### src/rtl/hc_pkg.sv
`default_nettype none
// ============================================================================
// Module : hc_pkg
// Brief  : Shared types, constants and channel helpers for the hc buffer
//          fabric and the read scheduler.
// Rev    : 1.0  initial release
// ============================================================================
package hc_pkg;

    localparam int HC_BUFFER_SIZE = 4;   // number of addressable buffers
    localparam int BUF_W          = $clog2(HC_BUFFER_SIZE);
    localparam int HC_OFFSET_W    = 8;
    localparam int HC_RD_LEN_W    = 32;  // widest supported job length

    typedef logic [HC_OFFSET_W-1:0] t_request_cmd_offset;

    typedef struct packed {
        logic [BUF_W-1:0]       buffer;
        t_request_cmd_offset    offset;
        logic [HC_RD_LEN_W-1:0] length;
    } t_rd_job;

    typedef enum logic [0:0] {
        IDLE   = 1'b0,
        ACTIVE = 1'b1
    } t_rd_port_state;

    typedef struct packed {
        logic                valid;
        logic [BUF_W-1:0]    buffer;
        t_request_cmd_offset offset;
    } t_rd_req;

    typedef struct packed {
        logic                valid;
        logic [BUF_W-1:0]    buffer;
        t_request_cmd_offset offset;
        logic [31:0]         data;
    } t_wr_req;

    typedef struct packed {
        logic valid;
        logic clear;
    } t_buf_cmd;

    function automatic t_rd_req read_indexed(input logic [BUF_W-1:0] buffer,
                                             input t_request_cmd_offset offset);
        t_rd_req r;
        r.valid  = 1'b1;
        r.buffer = buffer;
        r.offset = offset;
        return r;
    endfunction

    function automatic t_rd_req read_idle();
        return '0;
    endfunction

    function automatic t_wr_req write_idle();
        return '0;
    endfunction

    function automatic t_buf_cmd buffer_idle();
        return '0;
    endfunction

endpackage
`default_nettype wire

### src/rtl/hc_buffers_if.sv
`default_nettype none
// ============================================================================
// Module : hc_buffers_if
// Brief  : Shared buffer channel: indexed reads, writes and per-buffer commands.
// Rev    : 1.0  initial release
// ============================================================================
interface hc_buffers_if;
    import hc_pkg::*;

    t_rd_req                        rd_req;
    logic                           rd_full;
    t_wr_req                        wr_req;
    t_buf_cmd [HC_BUFFER_SIZE-1:0]  buf_cmd;

    modport client (output rd_req, output wr_req, output buf_cmd, input rd_full);
    modport server (input rd_req, input wr_req, input buf_cmd, output rd_full);
endinterface
`default_nettype wire

### src/rtl/hc_rr_pick.sv
`default_nettype none
// ============================================================================
// Module : hc_rr_pick
// Brief  : Combinational round-robin selector; grants the first requester at
//          or after ptr_i, wrapping around.
// Rev    : 1.0  initial release
// ============================================================================
module hc_rr_pick #(
    parameter int N     = 4,
    parameter int PTR_W = $clog2(N)
) (
    input  logic [N-1:0]     req_i,
    input  logic [PTR_W-1:0] ptr_i,
    output logic [N-1:0]     grant_o,
    output logic             valid_o
);

    logic [PTR_W-1:0] idx;

    always_comb begin
        grant_o = '0;
        valid_o = 1'b0;
        idx     = '0;
        for (int i = 0; i < N; i++) begin
            idx = PTR_W'((int'(ptr_i) + i) % N);
            if (!valid_o && req_i[idx]) begin
                grant_o[idx] = 1'b1;
                valid_o      = 1'b1;
            end
        end
    end

endmodule
`default_nettype wire

### src/rtl/hc_read_scheduler.sv
`default_nettype none
// ============================================================================
// Module : hc_read_scheduler
// Brief  : Round-robin sharing of the hc_buffers_if read channel between
//          N_REQ job ports. Define HC_RD_SCHED_STATS_EN for issue/stall stats.
// Rev    : 1.0  initial release
// ============================================================================
module hc_read_scheduler
    import hc_pkg::*;
#(
    parameter int N_REQ = 4,
    parameter int LEN_W = 16
) (
    input  logic                              clk,
    input  logic                              reset,
    input  logic [N_REQ-1:0]                  job_valid,
    output logic [N_REQ-1:0]                  job_ready,
    input  logic [N_REQ-1:0][BUF_W-1:0]       job_buffer,
    input  logic [N_REQ-1:0][HC_OFFSET_W-1:0] job_offset,
    input  logic [N_REQ-1:0][LEN_W-1:0]       job_length,
    output logic [N_REQ-1:0]                  job_done,
    output logic                              busy,
    hc_buffers_if.client                      buffers
`ifdef HC_RD_SCHED_STATS_EN
    ,
    output logic [N_REQ-1:0][31:0]            stat_issued,
    output logic [31:0]                       stat_stall
`endif
);

    localparam int          PTR_W    = $clog2(N_REQ);
    localparam logic [31:0] STAT_MAX = '1;

    t_rd_port_state   state_q [N_REQ];
    t_rd_port_state   state_d [N_REQ];
    t_rd_job          job_q   [N_REQ];
    t_rd_job          job_d   [N_REQ];
    logic [N_REQ-1:0] done_q, done_d;
    logic [PTR_W-1:0] rr_q, rr_d;
    logic [N_REQ-1:0] active;
    logic [N_REQ-1:0] grant;
    logic             pick_valid;
    logic             issue;
    logic [PTR_W-1:0] sel;

    always_comb begin
        active = '0;
        for (int p = 0; p < N_REQ; p++) begin
            active[p] = (state_q[p] == ACTIVE);
        end
    end

    hc_rr_pick #(.N(N_REQ)) u_pick (
        .req_i   (active),
        .ptr_i   (rr_q),
        .grant_o (grant),
        .valid_o (pick_valid)
    );

    // Reset suppresses issue so the channel reads idle while reset is held.
    assign issue = pick_valid & ~buffers.rd_full & ~reset;

    always_comb begin
        sel = '0;
        for (int p = 0; p < N_REQ; p++) begin
            if (grant[p]) sel = PTR_W'(p);
        end
    end

    always_comb begin
        state_d = state_q;
        job_d   = job_q;
        done_d  = '0;
        rr_d    = rr_q;
        for (int p = 0; p < N_REQ; p++) begin
            if (state_q[p] == IDLE) begin
                if (job_valid[p]) begin
                    job_d[p].buffer = job_buffer[p];
                    job_d[p].offset = job_offset[p];
                    job_d[p].length = HC_RD_LEN_W'(job_length[p]);
                    // Zero-length jobs complete immediately without a read.
                    if (job_length[p] == '0) done_d[p] = 1'b1;
                    else                     state_d[p] = ACTIVE;
                end
            end else if (issue && grant[p]) begin
                job_d[p].offset = job_q[p].offset + t_request_cmd_offset'(1);
                job_d[p].length = job_q[p].length - HC_RD_LEN_W'(1);
                if (job_q[p].length == HC_RD_LEN_W'(1)) begin
                    state_d[p] = IDLE;
                    done_d[p]  = 1'b1;
                end
            end
        end
        if (issue) begin
            rr_d = (sel == PTR_W'(N_REQ - 1)) ? '0 : sel + PTR_W'(1);
        end
    end

    always_ff @(posedge clk) begin
        if (reset) begin
            for (int p = 0; p < N_REQ; p++) begin
                state_q[p] <= IDLE;
                job_q[p]   <= '0;
            end
            done_q <= '0;
            rr_q   <= '0;
        end else begin
            state_q <= state_d;
            job_q   <= job_d;
            done_q  <= done_d;
            rr_q    <= rr_d;
        end
    end

    assign job_ready = ~active;
    assign job_done  = done_q;
    assign busy      = |active;

    assign buffers.rd_req = issue ? read_indexed(job_q[sel].buffer, job_q[sel].offset)
                                  : read_idle();
    assign buffers.wr_req = write_idle();

    for (genvar b = 0; b < HC_BUFFER_SIZE; b++) begin : g_buf_idle
        assign buffers.buf_cmd[b] = buffer_idle();
    end

`ifdef HC_RD_SCHED_STATS_EN
    logic [N_REQ-1:0][31:0] issued_q;
    logic [31:0]            stall_q;

    always_ff @(posedge clk) begin
        if (reset) begin
            issued_q <= '0;
            stall_q  <= '0;
        end else begin
            for (int p = 0; p < N_REQ; p++) begin
                if (issue && grant[p] && issued_q[p] != STAT_MAX) begin
                    issued_q[p] <= issued_q[p] + 32'd1;
                end
            end
            if (pick_valid && buffers.rd_full && stall_q != STAT_MAX) begin
                stall_q <= stall_q + 32'd1;
            end
        end
    end

    assign stat_issued = issued_q;
    assign stat_stall  = stall_q;
`endif

endmodule
`default_nettype wire

### src/flat_wrapper.sv
// flat-port wrapper written by rule: the top's interface ports become plain ports
module hc_read_scheduler_flat import hc_pkg::*;
#(
    parameter int N_REQ = 4,
    parameter int LEN_W = 16
)
  (clk, reset, job_valid, job_ready, job_buffer, job_offset, job_length, job_done, busy, buffers_rd_req, buffers_wr_req, buffers_buf_cmd, buffers_rd_full);
  hc_buffers_if buffers_i ();
  input  logic clk;
  input  logic reset;
  input  logic [N_REQ-1:0] job_valid;
  output logic [N_REQ-1:0] job_ready;
  input  logic [N_REQ-1:0][BUF_W-1:0] job_buffer;
  input  logic [N_REQ-1:0][HC_OFFSET_W-1:0] job_offset;
  input  logic [N_REQ-1:0][LEN_W-1:0] job_length;
  output logic [N_REQ-1:0] job_done;
  output logic busy;
  output wire logic [$bits(buffers_i.rd_req)-1:0] buffers_rd_req;
  output wire logic [$bits(buffers_i.wr_req)-1:0] buffers_wr_req;
  output wire logic [$bits(buffers_i.buf_cmd)-1:0] buffers_buf_cmd;
  input wire logic [$bits(buffers_i.rd_full)-1:0] buffers_rd_full;
  assign buffers_rd_req = buffers_i.rd_req;
  assign buffers_wr_req = buffers_i.wr_req;
  assign buffers_buf_cmd = buffers_i.buf_cmd;
  assign buffers_i.rd_full = buffers_rd_full;
  hc_read_scheduler #(.N_REQ(N_REQ), .LEN_W(LEN_W)) u_core (.clk(clk), .reset(reset), .job_valid(job_valid), .job_ready(job_ready), .job_buffer(job_buffer), .job_offset(job_offset), .job_length(job_length), .job_done(job_done), .busy(busy), .buffers(buffers_i));
endmodule
### config.mk
export PLATFORM = sky130hd
export DESIGN_NAME = hc_read_scheduler_flat
export DESIGN_NICKNAME = d
export VERILOG_FILES = /design/src/rtl/hc_pkg.sv /design/src/rtl/hc_buffers_if.sv /design/src/rtl/hc_rr_pick.sv /design/src/rtl/hc_read_scheduler.sv /design/src/flat_wrapper.sv
export SDC_FILE = /design/constraint.sdc
export NUM_CORES = 1
export LEC_CHECK = 0
export CORE_ASPECT_RATIO = 1.1
export CORE_UTILIZATION = 40
export DETAILED_ROUTE_END_ITERATION = 8
export DONT_BUFFER_PORTS = 1
export HOLD_SLACK_MARGIN = 0.06
export SLEW_MARGIN = 20
export SYNTH_ARGS = -nofsm -noshare
export SYNTH_HDL_FRONTEND = slang
export SYNTH_SLANG_ARGS = --single-unit
### constraint.sdc
create_clock -name clk -period 4.6 [get_ports clk]
set_input_delay 0.46 -clock clk [delete_from_list [all_inputs] [get_ports clk]]
set_output_delay 0.46 -clock clk [all_outputs]
set_load 0.01 [all_outputs]
=== Word level (Yosys, flattened, before mapping) ===
Cells that the tools add are included.

* Bits in registers: 178
* Word-level logic and storage cells: 176
* Input port bits: 111
* Output and inout port bits: 71

* Equal/unequal tests: 9
* Magnitude comparators: 9
* Muxes and demuxes: 84
* Bitwise gates (word level): 13
* $add $sub $neg: 12
* Reductions and logical operators: 31

{| class="wikitable"
|+ Operators by type and width
! cell !! count
|-
| 40-bit two-way mux || 12
|-
| 32-bit by 1-bit equality test with 1-bit output, second input constant || 4
|-
| 32-bit by 1-bit subtractor with 32-bit output, second input constant || 4
|-
| 42-bit binary-select mux with 2-bit select || 1
|-
| 42-bit two-way mux || 2
|-
| 16-bit zero test || 4
|-
| 1-bit two-way mux || 53
|-
| 8-bit by 1-bit adder with 8-bit output, second input constant || 4
|-
| 4-bit two-way mux || 4
|-
| 2-bit AND reduction || 8
|-
| 2-bit by 3-bit less-than comparator with 1-bit output, second input constant || 4
|-
| 4-bit bitwise OR || 3
|-
| 1-bit logical AND || 11
|-
| 11-bit two-way mux || 1
|-
| 1-bit binary-select mux with 2-bit select || 4
|-
| 1-bit demux with 2-bit select || 4
|-
| 2-bit by 1-bit greater-or-equal comparator with 1-bit output, second input constant || 4
|-
| 2-bit inequality test, second input constant || 4
|-
| 2-bit nonzero test || 4
|-
| 2-bit two-way mux || 3
|-
| 1-bit NOT || 6
|-
| 2-bit by 1-bit adder with 2-bit output, second input constant || 2
|-
| 2-bit adder, second input constant || 2
|-
| 4-bit NOT || 1
|-
| other kinds (6) || 9
|}

=== Longest topological paths before layout ===
* Depth in word-level cells: 20
* Gate-level depth with buffers: 13
* Gate-level depth less buffers: 9

=== By module ===
A second synthesis with hierarchy kept.

* Cell total of the unflattened synthesis: 1,447
* Area total of the unflattened synthesis: 11,001.8 µm²

{| class="wikitable"
|+ By module, submodules not included
! module !! area an instance (µm²) !! instances !! seq. area each (µm²) !! cells an instance
|-
| hc_read_scheduler || 10,507.6 || 1 || 3,563.4 || 1,385
|-
| hc_rr_pick || 494.2 || 1 || 0.0 || 62
|}

=== Worst setup path after synthesis ===
No wires, ideal clock.

* Path type: reg-to-output
* Start: reg u_core.rr_q[0]
* End: out buffers_rd_req[0]
* Setup slack: 837 ps
* Data required time: 4,140 ps
* Stages on the path, launching flop included: 13
* Arrival time: 3,303 ps
* Path buffers: 3
* Path through: dfxtp_1 > clkbuf_1 > inv_1 > ha_1 > mux4_2 > buf_2 > and2_1 > o21ai_0 > nand4_1 > buf_2 > inv_1 > nand3_2 > o211ai_1

* Cells in the longest elaborated chain, start to end: 20
* Elaborated cells on any way between the ends: 58
* Those cells by class: add/sub: 3; order compare: 8; mux: 31; bitwise: 6; reduce/logical: 10

{| class="wikitable"
|+ RTL lines
! item !! line !! source
|-
| start, declared || hc_read_scheduler.sv:39 || <nowiki>logic [PTR_W-1:0] rr_q, rr_d;</nowiki>
|-
| start signal, assigned || hc_read_scheduler.sv:111 || <nowiki>rr_q <= rr_d;</nowiki>
|-
| branches (longest 19 deep; another with 2-bit by 3-bit less-than comparator with 1-bit output) || -- ||
|-
| 11-bit two-way mux * || hc_read_scheduler.sv:119 || <nowiki>assign buffers.rd_req = issue ? read_indexed(job_q[sel].buffer, job_q[sel].offset)</nowiki>
|-
| end, declared || flat_wrapper.sv:18 || <nowiki>output wire logic [$bits(buffers_i.rd_req)-1:0] buffers_rd_req;</nowiki>
|}

Mark *: on every way between the ends. The select of a mux whose other input is x is not followed.

=== Final worst setup path ===
* Start: reg u_core.rr_q[0]
* End: out buffers_rd_req[8]

* Cells in the longest elaborated chain, start to end: 20
* Elaborated cells on any way between the ends: 58
* Those cells by class: add/sub: 3; order compare: 8; mux: 31; bitwise: 6; reduce/logical: 10

{| class="wikitable"
|+ RTL lines
! item !! line
|-
| branches (longest 19 deep; another with 2-bit by 3-bit less-than comparator with 1-bit output) || --
|-
| 11-bit two-way mux * || hc_read_scheduler.sv:119
|}

Marks and branches as above.

==> impl_metrics.ini <==
[run]
max-cap-violations = 0

[synthesis]
yosysTopAreaCell = dfxtp_1
avgSynthCellArea_um2 = 7.87
seq_area_frac_synth_pct = 33.1
synthTopCellsByCount = dfxtp_1, nand2_1, nor2_1
syn_area_mm2 = 0.0108
ys_ff_latch = 178
synth_ff_type = dfxtp_1
async_flop_share_pct = 0
synthTopCellsByArea = dfxtp_1, nand2_1, a21oi_1, nor2_1, buf_4
synth_edf_count = 0
syn_inst = 1370
synth.most_common_cell = dfxtp_1
synth_top_area_share_pct = 33.1
synth-warning-count = 0
synth.distinct_cells = 89

[die]
die_x_um = 159
start_util_pct = 41.0
io_pins = 182
die_h_um = 174
num_rows = 62
dieArea_mm2 = 0.0276
core_area_mm2 = 0.0263

[sta]
fmax_ghz = 0.229
finalCriticalPeriod_ns = 4.37
setup-tns-final_ns = 0
clock-skew-final_ns = 0.0130
grt_setup_unrepaired = false
slew_violations = 0
final_hold_viol_count = 0
fin_crit_sh_pct = 95.0
slew_headroom_pct = 27.2
setup_viol = 0
worstMarginPinSlew_ns = 1.09

[detailed_routing]
wl_met1_um = 15000
antenna_left = 0
drc_errors = 0
highest_layer = met5
vias_per_cell = 6.07
wl_met2_um = 14900
wl_per_cell_um = 19.4
wl_met3_um = 2930
drtPass1Iterations = 8
vias = 10442
wl_um = 33400
drtIter0Drc = 876

[pwr]
p_int_mw = 2.81
p_switching_mw = 1.55
p_leak_nw = 4.13
combPwrFrac_pct = 26.1
clkPwrFrac_pct = 34.2
seqPwrFrac_pct = 39.7
total_power_mw = 4.36
ir_worst_vdd_mv = 0.207
switching_share_pct = 35.6
pwr_density_cell_mw_per_mm2 = 374

[clocking]
cts_buffers = 17
cts_root_buffer = clkbuf_16
clock_sinks = 178
clk_latency_ns = 0.44
cts_buffer_depth = 2
h-tree-depth = 4
cts.clk_slew.worst_paths_ns = 0.07
cts_tree = built

[worst_setup_path]
crit_fanout = 14
end_kind = primary output
critPathKind = reg -> out
critical_path_required_ns = 4.14
arrival_ns = 3.91
cp-start-kind = flop

[grt]
overflow = 0
grt_pass1_wl_um = 52600
grt_usage_pct = 24.2
grt_max_degree = 132
grt_pass1_vias = 9658
antenna_found_initial = 1

[cells_and_area]
final_nets = 1484
num_antenna_cells = 0
area_growth_pct = 8.23
drive_above_1_share_pct = 9.94

[placed_design]
dp_hpwl_um = 23700
port_buffers = 0
place_congestion = 0.947

[run_status]
status = finished clean

[min_path]
worstHoldPathType = in -> reg
-- area by class of cell --
cell class	instances	area, um^2
inverter	27	101
tap	352	440
clock inverter	14	150
fill	2644	14600
sequential	178	3560
multi-input combinational	1086	6630
clock buffer	18	439
timing repair buffer	45	340
-- cells in the final DEF, fill, tap and decap left out, types with 26 or more instances in the layout --
master	Yosys	final
a21oi_1	105	103
buf_4	53	44
conb_1	1	51
or3_1	37	37
nor3_1	41	41
inv_1	26	26
o21ai_0	51	51
nor2_1	108	108
nand3_1	59	59
dfxtp_1	178	177
nand2_1	154	154
nor4_1	44	44
o211ai_1	45	45
-- repair_timing --
| item | CTS | global route |
|---|---|---|
| endpoints found under the hold margin | 0 | 1 |
| hold buffers | 0 | 1 |
| buffers inserted | 0 | 5 |
| setup endpoints to repair | 10 | 10 |
| pin swaps | 0 | 2 |
| gates resized for setup | 1 | 4 |
-- kinds of logic after synthesis --
logic type	synth area share (%)
compound gates	24.8
xor+xnor	1.71
mux	2.71
flops	33.1
fa+ha+maj	2.09
buf+inv	7.47
other cells	0.0348
simple gates	28.2
-- worst max-delay path: stages (launching register included) --
cell      delay [ns]
dfxtp_1         0.32
buf_4           0.17
inv_1           0.14
ha_1            0.39
mux4_2          0.67
and4_1          0.27
a311oi_2        0.45
nand3_1         0.21
buf_4           0.25
mux2i_1         0.14
o211ai_1        0.29
buf_4           0.18
-- per-layer routing --
metal,global-route usage [%],vias up
li1,-,5040
met1,32.2,4982
met2,37.2,378
met3,8.00,40
met4,6.53,2
met5,0,-
-- path summary, 6_finish.rpt --
path	from	end	slack [ns]	cells after the start
hold / removal	reset	u_core.job_q[57]	0.08	1
hold reg to reg	u_core.job_q[26]	u_core.job_q[26]	0.46	2
setup / recovery	u_core.rr_q[0]	buffers_rd_req[8]	0.23	11
setup reg to reg	u_core.rr_q[0]	u_core.job_q[9]	0.75	12
-- sequential cells by signal, indices dropped and copies added (netlist names) --
signal / count
u_core.rr_q: 2
u_core.active: 4
u_core.job_done: 4
u_core.job_q: 168
-- power by group through the flow --
stage	sequential (mW)	clock [mW]	combinational, mW
after floorplan	1.73	0	0.867
after global placement	1.76	0	1.07
after detailed placement	1.76	0	1.07
after CTS	1.73	1.51	1.09
after global routing	1.75	1.57	1.25
final	1.73	1.49	1.14
-- stage by stage --
step	std cells	cell area, um^2	utilization [%]	setup WS [ns]	hold WS, ns
4_1_cts	1714	11600	44.1	0.0935	0.0688
3_5_place_dp	1682	11000	41.8	0.411	0.453
6_report	1720	11700	44.4	0.228	0.0833
2_1_floorplan	1420	11000	-	0.837	0.435
5_1_grt	1720	11700	44.4	0.0789	0.0748
3_3_place_gp	1682	11000	41.8	0.529	0.450
No activity file was read; power rests on OpenSTA's default activity.
